--- config.mk ---
export PLATFORM = sky130hd
export DESIGN_NAME = masked_write_arbiter
export DESIGN_NICKNAME = d
export VERILOG_FILES = /design/src/rtl/masked_write_arbiter_pkg.sv /design/src/rtl/masked_write_arbiter_mask_merge.sv /design/src/rtl/masked_write_arbiter.sv
export SDC_FILE = /design/constraint.sdc
export NUM_CORES = 1
export LEC_CHECK = 0
export ABC_AREA = 1
export BUFFER_PORTS_ARGS = -buffer_cell sky130_fd_sc_hd__buf_2
export CAP_MARGIN = 20
export CORE_MARGIN = 2
export CORE_UTILIZATION = 50
export DETAILED_ROUTE_END_ITERATION = 12
export GPL_ROUTABILITY_DRIVEN = 0
export GPL_TIMING_DRIVEN = 0
export PLACE_DENSITY_LB_ADDON = 0.1
export SYNTH_ARGS = -nofsm -noshare
export SYNTH_HDL_FRONTEND = slang
export SYNTH_SLANG_ARGS = --single-unit
--- constraint.sdc ---
create_clock -name clk -period 2 [get_ports clk]
set_input_delay 0.4 -clock clk [delete_from_list [all_inputs] [get_ports clk]]
set_output_delay 0.4 -clock clk [all_outputs]
set_load 0.005 [all_outputs]
--- src/rtl/masked_write_arbiter_pkg.sv ---
// Shared types and helpers for the masked write arbiter: grant identity and
// the masked register update function.
package arb_pkg;

  typedef enum logic {
    GNT_A = 1'b0,
    GNT_B = 1'b1
  } gnt_e;

  // Helper operates on a fixed width; callers cast their W-bit values in/out.
  localparam int unsigned MERGE_W = 32;

  function automatic logic [MERGE_W-1:0] merge_masked(
    input logic [MERGE_W-1:0] q,
    input logic [MERGE_W-1:0] d,
    input logic [MERGE_W-1:0] m
  );
    return (q & ~m) | (d & m);
  endfunction

endpackage

--- src/rtl/masked_write_arbiter_mask_merge.sv ---
// Combines the accepted writes of both sources into one mask/data pair
// that feeds the shared register update.
module mask_merge #(
  parameter int unsigned W = 4
) (
  input  logic         a_acc,
  input  logic [W-1:0] a_data,
  input  logic [W-1:0] a_mask,
  input  logic         b_acc,
  input  logic [W-1:0] b_data,
  input  logic [W-1:0] b_mask,
  output logic [W-1:0] m,
  output logic [W-1:0] d
);

  logic [W-1:0] a_mask_acc;
  logic [W-1:0] b_mask_acc;

  assign a_mask_acc = a_acc ? a_mask : '0;
  assign b_mask_acc = b_acc ? b_mask : '0;

  // Masks of simultaneously accepted writes never overlap, so OR-ing is exact.
  assign m = a_mask_acc | b_mask_acc;
  assign d = (a_data & a_mask_acc) | (b_data & b_mask_acc);

endmodule

--- src/rtl/masked_write_arbiter.sv ---
// Single-owner writer for a shared W-bit register updated by field from two
// sources; disjoint writes merge, overlapping writes alternate round-robin.
module masked_write_arbiter
  import arb_pkg::*;
#(
  parameter int unsigned W     = 4,
  parameter int unsigned CNT_W = 8
) (
  input  logic             clk,
  input  logic             rst,
  input  logic             a_valid,
  input  logic [W-1:0]     a_data,
  input  logic [W-1:0]     a_mask,
  output logic             a_ready,
  input  logic             b_valid,
  input  logic [W-1:0]     b_data,
  input  logic [W-1:0]     b_mask,
  output logic             b_ready,
  output logic [W-1:0]     q,
  output logic             q_upd,
  output logic             last_gnt,
  output logic [CNT_W-1:0] conflict_cnt
);

  logic [W-1:0]     q_r;
  logic             q_upd_r;
  gnt_e             last_gnt_r;
  logic [CNT_W-1:0] conflict_cnt_r;

  logic             ovl;
  logic             a_rdy;
  logic             b_rdy;
  logic             any_acc;
  logic [W-1:0]     merge_m;
  logic [W-1:0]     merge_d;
  logic [W-1:0]     q_next;

  assign ovl = a_valid & b_valid & (|(a_mask & b_mask));

  // Ready depends only on valid, mask, last_gnt and rst -- never on q.
  always_comb begin
    a_rdy = a_valid & ~rst;
    b_rdy = b_valid & ~rst;
    if (ovl) begin
      if (last_gnt_r == GNT_B) begin
        b_rdy = 1'b0;
      end else begin
        a_rdy = 1'b0;
      end
    end
  end

  assign any_acc = a_rdy | b_rdy;

  mask_merge #(
    .W(W)
  ) u_mask_merge (
    .a_acc  (a_rdy),
    .a_data (a_data),
    .a_mask (a_mask),
    .b_acc  (b_rdy),
    .b_data (b_data),
    .b_mask (b_mask),
    .m      (merge_m),
    .d      (merge_d)
  );

  assign q_next = W'(merge_masked(MERGE_W'(q_r), MERGE_W'(merge_d), MERGE_W'(merge_m)));

  always_ff @(posedge clk) begin
    if (rst) begin
      q_r <= '0;
    end else if (any_acc) begin
      q_r <= q_next;
    end
  end

  always_ff @(posedge clk) begin
    if (rst) begin
      q_upd_r <= 1'b0;
    end else begin
      q_upd_r <= any_acc;
    end
  end

  always_ff @(posedge clk) begin
    if (rst) begin
      last_gnt_r <= GNT_B;
    end else if (ovl) begin
      last_gnt_r <= (last_gnt_r == GNT_B) ? GNT_A : GNT_B;
    end
  end

  always_ff @(posedge clk) begin
    if (rst) begin
      conflict_cnt_r <= '0;
    end else if (ovl && (conflict_cnt_r != '1)) begin
      conflict_cnt_r <= conflict_cnt_r + CNT_W'(1);
    end
  end

  assign a_ready      = a_rdy;
  assign b_ready      = b_rdy;
  assign q            = q_r;
  assign q_upd        = q_upd_r;
  assign last_gnt     = last_gnt_r;
  assign conflict_cnt = conflict_cnt_r;

endmodule

Word-level counts from Yosys, hierarchy flattened. Cells that the tools add are included.

Add/subtract/negate cells: 1. Multipliers: 0. Divide/modulo/power cells: 0. $lt $le $gt $ge: 0. Equal/unequal tests: 1. Shift operators: 0. Multiplexer cells: 7. Bitwise logic cells: 15. Reductions and logical operators: 2.

Operators with widths (number): 4-bit bitwise AND (5); 4-bit OR (3); 8-bit by 1-bit adder with 8-bit output (second input constant) (1); 4-bit two-way mux (2); 8-bit != test (second input constant) (1); 1-bit two-way mux (5); 1-bit bitwise AND (4); 4-bit inverter (1); 4-bit OR reduction (1); 1-bit logical AND (1); 1-bit inverter (1); 1-bit OR (1).

Register bits after elaboration: 14. Bits in latches: 0. Memory bits (writable): 0. ROM bits: 0. Input port bits: 20. Output and inout port bits: 16. Logic and storage cells: 30. Memories kept: 0.

Longest topological paths before layout. Gate-level depths: netlist of the first run.

Depth after elaboration: 9. Mapped depth: 10. Gate-level depth less buffers: 10.

Modules after synthesis. A second synthesis of the first run with hierarchy kept.

Cell total of the unflattened synthesis: 135. Area total of the unflattened synthesis: 829.5 µm².

Modules (own cells, without submodules): masked_write_arbiter (instances 1, cells each 109, area an instance 719.4 µm², sequential area each 280.3 µm²); mask_merge (instances 1, cells each 26, area an instance 110.1 µm², sequential area each 0.0 µm²).

Worst setup path after synthesis of the first run. No wires, ideal clock.

Kind: flip-flop to flip-flop. From: register conflict_cnt_r[0] (netlist: conflict_cnt[0]). To: register conflict_cnt_r[2] (netlist: conflict_cnt[2]). Data arrival time: 1.218 ns. Required time: 1.885 ns. Setup slack: 0.667 ns. Cell stages (with the launch flop): 9. Buffers on the path: 0. Clock period less this slack: 1.333 ns. Cell sequence: dfxtp_1 ha_1 nand3_1 nor2_4 nand3_2 nand3_4 inv_4 a21oi_1 nor2_1.

Cells in the longest elaborated chain, start to end: 2.

RTL lines: start: declaration (line masked_write_arbiter.sv:28) `logic [CNT_W-1:0] conflict_cnt_r;`; start signal: assignment (line masked_write_arbiter.sv:98) `conflict_cnt_r <= conflict_cnt_r + CNT_W'(1);`; parallel branches: the longest is 2 deep, another holds 8-bit by 1-bit adder with 8-bit output.

Parallel ways; which one is timed is not known. A chain may end at the register's enable or synchronous reset.

Final worst setup path of the first run.
From: input a_mask[2]. To: output b_ready.

Cells in the longest elaborated chain, start to end: 4.

RTL lines: start: declaration (line masked_write_arbiter.sv:13) `input logic [W-1:0] a_mask,`; 4-bit bitwise AND (line masked_write_arbiter.sv:38) `assign ovl = a_valid & b_valid & (|(a_mask & b_mask));`; 4-bit OR reduction (line masked_write_arbiter.sv:38); 1-bit bitwise AND (line masked_write_arbiter.sv:38); 1-bit two-way mux (line masked_write_arbiter.sv:44) `if (ovl) begin`; end: declaration (line masked_write_arbiter.sv:18) `output logic b_ready,`.

No other way between the ends.

==> results of run 1 <==
-- report_power, final --
group          internal [mW]  total (mW)  leakage [nW]  switching [mW]
Clock                  0.111       0.204        0.0210          0.0927
Sequential             0.288       0.295         0.114         0.00669
Combinational         0.0457       0.113         0.443          0.0678
-- worst max-delay path, delay by kind of cell --
| kind | cells | cell delay (ns) |
|---|---|---|
| buf+inv | 4 | 0.30 |
| simple gates | 5 | 0.48 |
-- synth_stat cells --
master	number
nand2_1	34
nor2_1	17
dfxtp_1	14
inv_1	9
nand4_1	9
a21oi_1	7
inv_2	7
nand3_1	7
nand3_4	3
nand2_4	2
nand3_2	2
nor2_4	2
o21ai_1	2
xnor2_1	2
xor2_1	2
a21oi_2	1
buf_2	1
ha_1	1
inv_4	1
nand2_2	1
nor2_2	1
nor3_2	1
-- per-stage QoR --
step                hold slack [ns]  cell area, sq um  total power, mW  utilization, %  setup slack, ns
finish                        0.379              1110            0.612            65.6            0.431
global route                  0.389              1110            0.652            65.6            0.318
CTS                           0.374              1110            0.620            65.6            0.429
detailed placement            0.491              1070            0.416            63.5            0.433
global placement              0.486              1070            0.413            63.5            0.433
floorplan                     0.491               876            0.369               -            0.667
-- cell type report --
class,count,area share [%]
sequential,14,25.3
timing repair buffer,35,15.8
multi-input combinational,94,47.3
inverter,17,5.98
clock buffer,4,3.27
buffer,1,0.451
tap,17,1.92
-- worst max-delay path by stage --
stage	end	from	cells past startpoint	slack, ns
2_1_floorplan	conflict_cnt[2]	conflict_cnt[0]	8	0.67
3_3_place_gp	a_ready	rst	6	0.43
4_1_cts	a_ready	last_gnt	5	0.43
3_5_place_dp	a_ready	rst	6	0.43
6_report	b_ready	a_mask[2]	9	0.43
5_1_grt	b_ready	a_mask[3]	9	0.32
-- kinds of logic after synthesis --
family                   Yosys count
buffers and inverters             18
adder cells (fa/ha/maj)            1
flip-flops                        14
XOR/XNOR                           4
AO/OA/AOI/OAI                     10
AND/OR/NAND/NOR                   79
-- per-layer routing --
metal | GRT usage (%) | vias up | part of all wire (%)
li1 | - | 488 | -
met1 | 27.4 | 405 | 47
met2 | 33.3 | 20 | 48
met3 | 7.14 | 2 | 4.9
met4 | 4.57 | 0 | 0.65
met5 | 0 | - | 0
==> results.cfg, run 1 <==
[timing]
finalHoldViolations = 0
skew_ns = 0.00346
final_max_slew_viol_count = 0
rsz0062_at_grt = false
worst-slew-pin-transition_ns = 0.237
final_period_minus_worst_setup_slack_ns = 1.57
achievable-frequency_ghz = 0.638
timing.setup.tns_ns = 0
report.final.setup_viol = 0
fin_crit_share_pct = 78.4
slew-limit-headroom_pct = 84.2

[synthesis]
net_count_synth = 147
synth.yosys.seq_area_share_pct = 32.0
synth.top_cells.by_area = dfxtp_1, nand2_1, nor2_1
muxShareOfSynthArea_pct = 0
postSynthAreaPerCell_sq_um = 6.95
synth_cells = 126
total_of_warnings_raised_by_yosys = 0
synth_largest_area_cell = dfxtp_1
yosys.area_share.xor_xnor_pct = 4.00
synth_top_cell_area_share_pct = 32.0
fraction_of_the_mapped_netlist_area_in_compound_gates_pct = 6.14
post_synthesis_share_of_cell_area_spent_on_and_or_nand_and_nor_gates_pct = 48.3
yosysUniqueCellTypes = 22
synthesis.area_sq_um = 876
postSynthRegisterBits = 14
synth_top_family_by_area = simple AND/OR/NAND/NOR gates
synth_fa_ha_area_share_pct = 1.43

[final_layout]
area.growth.synth_to_final_pct = 26.6
layout_cell_share_with_drive_strength_beyond_1_pct = 37.0
final_common_cell = buf_2
antennaDiodeCount = 0
filler_cell_count = 148
total_area_of_sequential_cells_sq_um = 280
nNetsFinal = 187
layout.cells.non_filler = 182
most_used_cells_in_the_layout_excluding_fill_and_tap_cells = buf_2, nand2_1, nor2_1, dfxtp_1
multiInputGateArea_sq_um = 524

[route]
via_count = 915
initial_drt_pass_iterations = 6
route.detailed.drc = 0
detail_route.wl_per_cell_um = 10.9
dr.first_iter.drc_count = 17
postRouteAntennaNets = 0
drt_wl_total_um = 1990
drt-vias-per-instance = 5.03

[setup_path]
slowest_stage = nand3_4
setup_crit_start_kind = primary input
critPathRequiredTime_ns = 1.60
worstRegToRegCells = 8
cp_common_cell = nand2_1
critPathArrivalTime_ns = 1.17
regToRegStartpoint = conflict_cnt[0]
worst-path-max-fanout = 9
timing.critical_path.to_type = output port
path_cells = buf_2, nand2_1, nand2_1, inv_2, nand2_4, nand3_4, nand2_1, inv_1, buf_2
max_stage_delay_ns = 0.13
timing.rr.end = conflict_cnt[2]
r2r_slack_ns = 0.54
critPathKind = in2out

[global_routing]
grt_max_degree = 11
globalRoute.totalOverflow = 0
grt_antenna_before_repair = 0
first_global_vias = 760
grt_util_all_layers_pct = 21.0
first_pass_grt_wire_length_um = 3170

[clock_tree]
cts_tree = built
buffers_inserted_during_post_cts_setup_optimization = 0
clk_transition_reported_paths_ns = 0.08
worstSkewPairLatency_ns = 0.28
cts-root-buf = clkbuf_4
cts.sink_count = 14
cts-buffers-inserted = 3
cts_htree_levels = 1
cts_repair_resize_count = 0
ctsHoldBuffers = 0
cts-root-to-sink-buffers = 2

[placed_design]
hpwl_um = 1580
place_inst = 178
place.port_buffers = 35

[floorplanning]
core_area_sq_um = 1690
num_rows = 15
design.die.area_sq_um = 2100
floorplan.initialDensity_pct = 51.9
fp.dieH_um = 45.9
design.portCount = 36
chipWidth_um = 45.9

[min_path]
hold_path_startpoint = rst
hold_end = last_gnt
worst_hold_path_type = in2reg
worst_hold_path.num_cells = 3

[pwr]
p_leak_nw = 0.578
vdd_drop_max_mv = 0.473
power_density_nw_per_um2 = 552

[job]
number_of_max_cap_violations = 0

[status]
run_status = finished, final reports clean
Note: power is estimated with default switching activity, not from simulation.
==> run 2: changes to the inputs <==
- ABC_AREA: 1 -> 0
- CORE_UTILIZATION: 50 -> 40
- clock period: 2 -> 1.4 ns (I/O delays scaled with it)
==> run 2 against run 1 <==
Against the previous run: critical endpoint is now a_ready; register-to-register slack worse by 0.55 ns; sequential share of layout area is 2.7 points lower; clock skew is 0.0027 ns lower; critical path depth is 3 lower; largest cell class unchanged; power is 40% higher; worst hold slack worse by 0.11 ns; combinational power is 88% higher; sequential power is 43% higher; core utilization is 5.5 points higher; cell count is 2.2% lower; routed wire length is 21% higher; non-clock buffer count is 23 higher; the flow now finishes with violations (negative setup slack).
==> results.cfg, run 2 <==
[status]
run_status = complete, but fails checks
failed_checks = negative setup slack

[final_layout]
multiInputGateArea_sq_um = 579
layout.cells.non_filler = 178
total_area_of_sequential_cells_sq_um = 305
area.growth.synth_to_final_pct = 71.3
final_core_util_pct = 71.1
most_used_cells_in_the_layout_excluding_fill_and_tap_cells = buf_2, buf_4, nand4_1, a21oi_1
final_common_cell = buf_2
nNetsFinal = 174
final_design_area_excluding_fillers_sq_um = 1350
layout_cell_share_with_drive_strength_beyond_1_pct = 57.6
antennaDiodeCount = 0
filler_cell_count = 144

[pwr]
p_leak_nw = 0.553
vdd_drop_max_mv = 0.542
power_density_nw_per_um2 = 635

[floorplanning]
design.portCount = 36
num_rows = 16
floorplan.initialDensity_pct = 41.5
core_area_sq_um = 1900
chipWidth_um = 48.4
design.die.area_sq_um = 2340
fp.dieH_um = 48.4

[setup_path]
cp_common_cell = buf_2
timing.critical_path.to_type = output port
path_cells = buf_2, a22o_4, o21ai_4, nand2_2, nor2_1, buf_2
critPathRequiredTime_ns = 1.12
worst-path-max-fanout = 3
max_stage_delay_ns = 0.26
slowest_stage = a22o_4
setup_crit_start_kind = primary input
critPathKind = in2out
critPathArrivalTime_ns = 1.16

[synthesis]
yosysUniqueCellTypes = 30
postSynthAreaPerCell_sq_um = 8.49
synthesis.area_sq_um = 790
postSynthRegisterBits = 14
synthTopCellsByCount = dfxtp_1, nand4_1, a21oi_1
synth_top_cell_area_share_pct = 35.5
main_synth_ff_type = dfxtp_1
synth_largest_area_cell = dfxtp_1
synth.top_cells.by_area = dfxtp_1, nand4_1, a21oi_1
synth_cells = 93
net_count_synth = 114
synth_enable_flop_cells = 0
ys_async_sr_fraction_pct = 0
most_frequently_used_cell_type_in_the_post_synthesis_netlist = dfxtp_1
total_of_warnings_raised_by_yosys = 0
synth.yosys.seq_area_share_pct = 35.5

[placed_design]
placed_area_sq_um = 1010
hpwl_um = 1460
place.port_buffers = 34
place_inst = 154

[route]
postRouteAntennaNets = 0
drt-vias-per-instance = 5.62
initial_drt_pass_iterations = 5
dr.first_iter.drc_count = 11
route.detailed.drc = 0
detail_route.wl_per_cell_um = 13.6
via_count = 1000
drt_wl_total_um = 2410

[global_routing]
first_global_vias = 891
first_pass_grt_wire_length_um = 3810
globalRoute.totalOverflow = 0
grt_util_all_layers_pct = 20.4
grt_antenna_before_repair = 0
grt_max_degree = 11

[clock_tree]
cts_tree = built
worstSkewPairLatency_ns = 0.27
cts_htree_levels = 1
cts-root-to-sink-buffers = 2
cts-root-buf = clkbuf_4
clk_transition_reported_paths_ns = 0.08
ctsHoldBuffers = 0
cts-buffers-inserted = 3
cts.sink_count = 14

[timing]
final.setup.worst_slack_ns = -0.0411
worst-slew-pin-transition_ns = 0.383
slew-limit-headroom_pct = 74.4
skew_ns = 0.000727
achievable-frequency_ghz = 0.694
final_max_slew_viol_count = 0
rsz0062_at_grt = true
holdWs_ns = 0.265
report.final.setup_viol = 3
final_period_minus_worst_setup_slack_ns = 1.44
finalHoldViolations = 0
fin_crit_share_pct = 103

[min_path]
worst_hold_path_type = in2reg

[job]
number_of_max_cap_violations = 0
-- run 2: critical path: cells and delay by family --
family	cells	cell delay [ns]
buf+inv	2	0.25
simple gates	2	0.21
compound gates	2	0.42
-- run 2: repair_timing --
item / in CTS / in global routing
endpoints found under the setup margin: 5 / 11
hold endpoints to repair: 0 / 0
buffers inserted: 14 / 7
pin swaps: 8 / 8
resized for setup: 27 / 15
-- run 2: where the power goes --
| part | total (mW) | internal, mW | switching, mW |
|---|---|---|---|
| clock network | 0.224 | 0.0997 | 0.124 |
| logic | 0.213 | 0.113 | 0.100 |
| registers | 0.422 | 0.407 | 0.0149 |
| total | 0.859 | 0.620 | 0.239 |
-- run 2: logic make-up (layout without fill, tap and decap cells) --
group           count (synthesis)  in the layout  synth area share [%]
simple gates                   39             39                  29.3
compound gates                 28             28                  26.5
flops                          14             14                  35.5
buf+inv                         9             67                  4.60
fa+ha+maj                       1              1                  1.58
xor+xnor                        1              1                  1.11
mux                             1              1                  1.43
-- run 2: routing by layer --
metal / vias to the layer above / wire length (um) / track usage, %
met2: 36 / 1270 / 37.7
met3: 4 / 121 / 3.09
met5: - / 0 / 0
li1: 485 / - / -
met4: 0 / 21 / 7.14
met1: 475 / 999 / 23.8
-- run 2: cell type report --
| cell class | instances | share of cell area [%] |
|---|---|---|
| multi-input cells | 70 | 42.8 |
| repair buffers | 55 | 27.1 |
| flip-flops and latches | 14 | 22.6 |
| well taps | 27 | 2.50 |
| plain buffers | 4 | 1.94 |
| clock buffers | 3 | 1.67 |
| inverters | 5 | 1.39 |
-- run 2: worst paths after layout --
check | from | to | slack [ns] | cells after the start
setup reg to reg | conflict_cnt[0] | conflict_cnt[7] | -0.01 | 4
hold / removal | a_mask[2] | register | 0.27 | 3
hold reg to reg | conflict_cnt[6] | conflict_cnt[6] | 0.50 | 2
setup / recovery | a_mask[3] | a_ready | -0.04 | 6
-- run 2: stage by stage --
stage          setup WS [ns]  setup TNS (ns)  total power, mW
6_report             -0.0411         -0.0688            0.859
5_1_grt              -0.0737          -0.460            0.899
4_1_cts              -0.0324         -0.0388            0.848
3_5_place_dp          -0.331           -2.87            0.580
3_3_place_gp          -0.332           -2.69            0.578
2_1_floorplan        0.00305               0            0.510
==> run 3: changes to the inputs <==
- SETUP_SLACK_MARGIN: unset -> 0.3
==> run 3 against run 2 <==
Against the previous run: the run still ends with negative setup slack left; critical path depth unchanged; clock skew rose by 0.0048 ns; maximum frequency shrank 0.43%; global-route usage rose by 2.2 points; non-clock buffer count increased by 2; sequential cell count unchanged; core utilization rose by 5.9 points; sequential power about the same; routed wire length grew 11%; critical endpoint is now conflict_cnt[7].
==> results.cfg, run 3 (synthesis gave the netlist of run 2 again) <==
[route]
postRouteAntennaNets = 0
initial_drt_pass_iterations = 4
drt-vias-per-instance = 5.75
route.detailed.drc = 0
dr.first_iter.drc_count = 32
via_count = 1041
detail_route.wl_per_cell_um = 14.8
drt_wl_total_um = 2680

[setup_path]
slowest_stage = or4_4
timing.critical_path.to_type = register
worst-path-max-fanout = 6
critPathArrivalTime_ns = 1.68
path_cells = ha_4, nand3_2, nor2_2, buf_6, or4_4, a21oi_2
critPathKind = reg2reg
critPathRequiredTime_ns = 1.63
max_stage_delay_ns = 0.48
setup_crit_start_kind = register

[global_routing]
globalRoute.totalOverflow = 0
grt_max_degree = 11
first_pass_grt_wire_length_um = 4120
grt_util_all_layers_pct = 22.6
first_global_vias = 887
grt_antenna_before_repair = 0

[floorplanning]
design.die.area_sq_um = 2340
fp.dieH_um = 48.4
chipWidth_um = 48.4
floorplan.initialDensity_pct = 41.5
num_rows = 16
core_area_sq_um = 1900
design.portCount = 36

[final_layout]
nNetsFinal = 176
antennaDiodeCount = 0
final_common_cell = buf_2
layout.cells.non_filler = 181
layout_cell_share_with_drive_strength_beyond_1_pct = 61.7
most_used_cells_in_the_layout_excluding_fill_and_tap_cells = buf_2, buf_6, buf_4, nand4_1
final_core_util_pct = 77.0
area.growth.synth_to_final_pct = 85.4

[pwr]
clock_power_share_pct = 27.5
power_density_nw_per_um2 = 643
power_frac_comb_pct = 27.9
vdd_drop_max_mv = 0.471
power_switching_mw = 0.278
switching_share_pct = 29.5
seqPwrFrac_pct = 44.6
internal-power_mw = 0.663
finalPower_mw = 0.941
p_leak_nw = 0.586

[timing]
rsz0062_at_grt = true
report.final.setup_viol = 4
final_period_minus_worst_setup_slack_ns = 1.45
worst-slew-pin-transition_ns = 0.341
fin_crit_share_pct = 103
final.setup.worst_slack_ns = -0.0473
finalHoldViolations = 0
final_max_slew_viol_count = 0
slew-limit-headroom_pct = 77.2
skew_ns = 0.00550
achievable-frequency_ghz = 0.691

[clock_tree]
worstSkewPairLatency_ns = 0.29
cts-buffers-inserted = 3
cts.sink_count = 14
ctsHoldBuffers = 0
cts_tree = built
cts-root-buf = clkbuf_4
clk_transition_reported_paths_ns = 0.10
cts_htree_levels = 1
cts-root-to-sink-buffers = 2

[placed_design]
hpwl_um = 1500
place_inst = 154
place.port_buffers = 34

[min_path]
worst_hold_path_type = in2reg

[job]
number_of_max_cap_violations = 0

[status]
run_status = complete, but fails checks
failed_checks = negative setup slack
[run 3: changes by cell type in the layout (fill, tap and decap cells not counted), moves of 2 or more]
cell,delta
buf_6,+14
buf_4,-8
a21oi_1,-2
buf_2,-2
a21oi_2,+2
[run 3: path summary, 6_finish.rpt]
path,start,to,slack (ns),cells after the start
min reg2reg,conflict_cnt[6],conflict_cnt[6],0.50,2
max reg2reg,conflict_cnt[0],conflict_cnt[7],-0.05,6
min,a_mask[0],register,0.25,3
max,conflict_cnt[0],conflict_cnt[7],-0.05,6
[run 3: stage by stage]
stage                     TNS [ns]  hold WS, ns  worst slack, ns  cell area, sq um
after global routing        -0.373        0.267          -0.0812              1460
after CTS                  -0.0500        0.256          -0.0255              1340
after floorplan                  0        0.444           0.0516               876
final                      -0.0714        0.254          -0.0473              1460
after detailed placement    -0.887        0.494           -0.199              1080
after global placement      -0.742        0.487           -0.188              1080
[run 3: per-layer routing]
metal / wire length [um] / global-route usage, % / vias to the layer above / part of all wire, %
li1: - / - / 490 / -
met1: 1200 / 30.8 / 494 / 45
met2: 1260 / 36.1 / 53 / 47
met3: 194 / 3.70 / 4 / 7.2
met4: 34 / 8.57 / 0 / 1.3
met5: 0 / 0 / - / 0
[run 3: repair_timing]
| action | in CTS | in global routing |
|---|---|---|
| gates cloned | 1 | 0 |
| pin swaps | 15 | 13 |
| resized for setup | 27 | 22 |
| setup buffers | 17 | 5 |
| endpoints found under the setup margin | 18 | 23 |
[run 3: power groups by stage]
| stage | Clock [mW] | Sequential (mW) | Combinational (mW) |
|---|---|---|---|
| detailed placement | 0 | 0.437 | 0.166 |
| global route | 0.284 | 0.422 | 0.282 |
| finish | 0.259 | 0.420 | 0.262 |
| CTS | 0.263 | 0.421 | 0.223 |
| floorplan | 0 | 0.439 | 0.0891 |
| global placement | 0 | 0.436 | 0.164 |
[run 3: final cells by class]
class,count,area [sq um]
well taps,27,33.8
fillers,127,438
clock buffers,4,26.3
repair buffers,57,428
plain buffers,4,32.5
inverters,5,18.8
multi-input cells,70,618
flip-flops and latches,14,307
[run 3: worst max-delay path: cells and delay by family (launching register included)]
kind                       cells  cell delay (ns)
AOI/OAI and AO/OA              1             0.13
adders and majority gates      1             0.16
buffers and inverters          1             0.13
DFF                            1             0.37
and+or+nand+nor                3             0.60
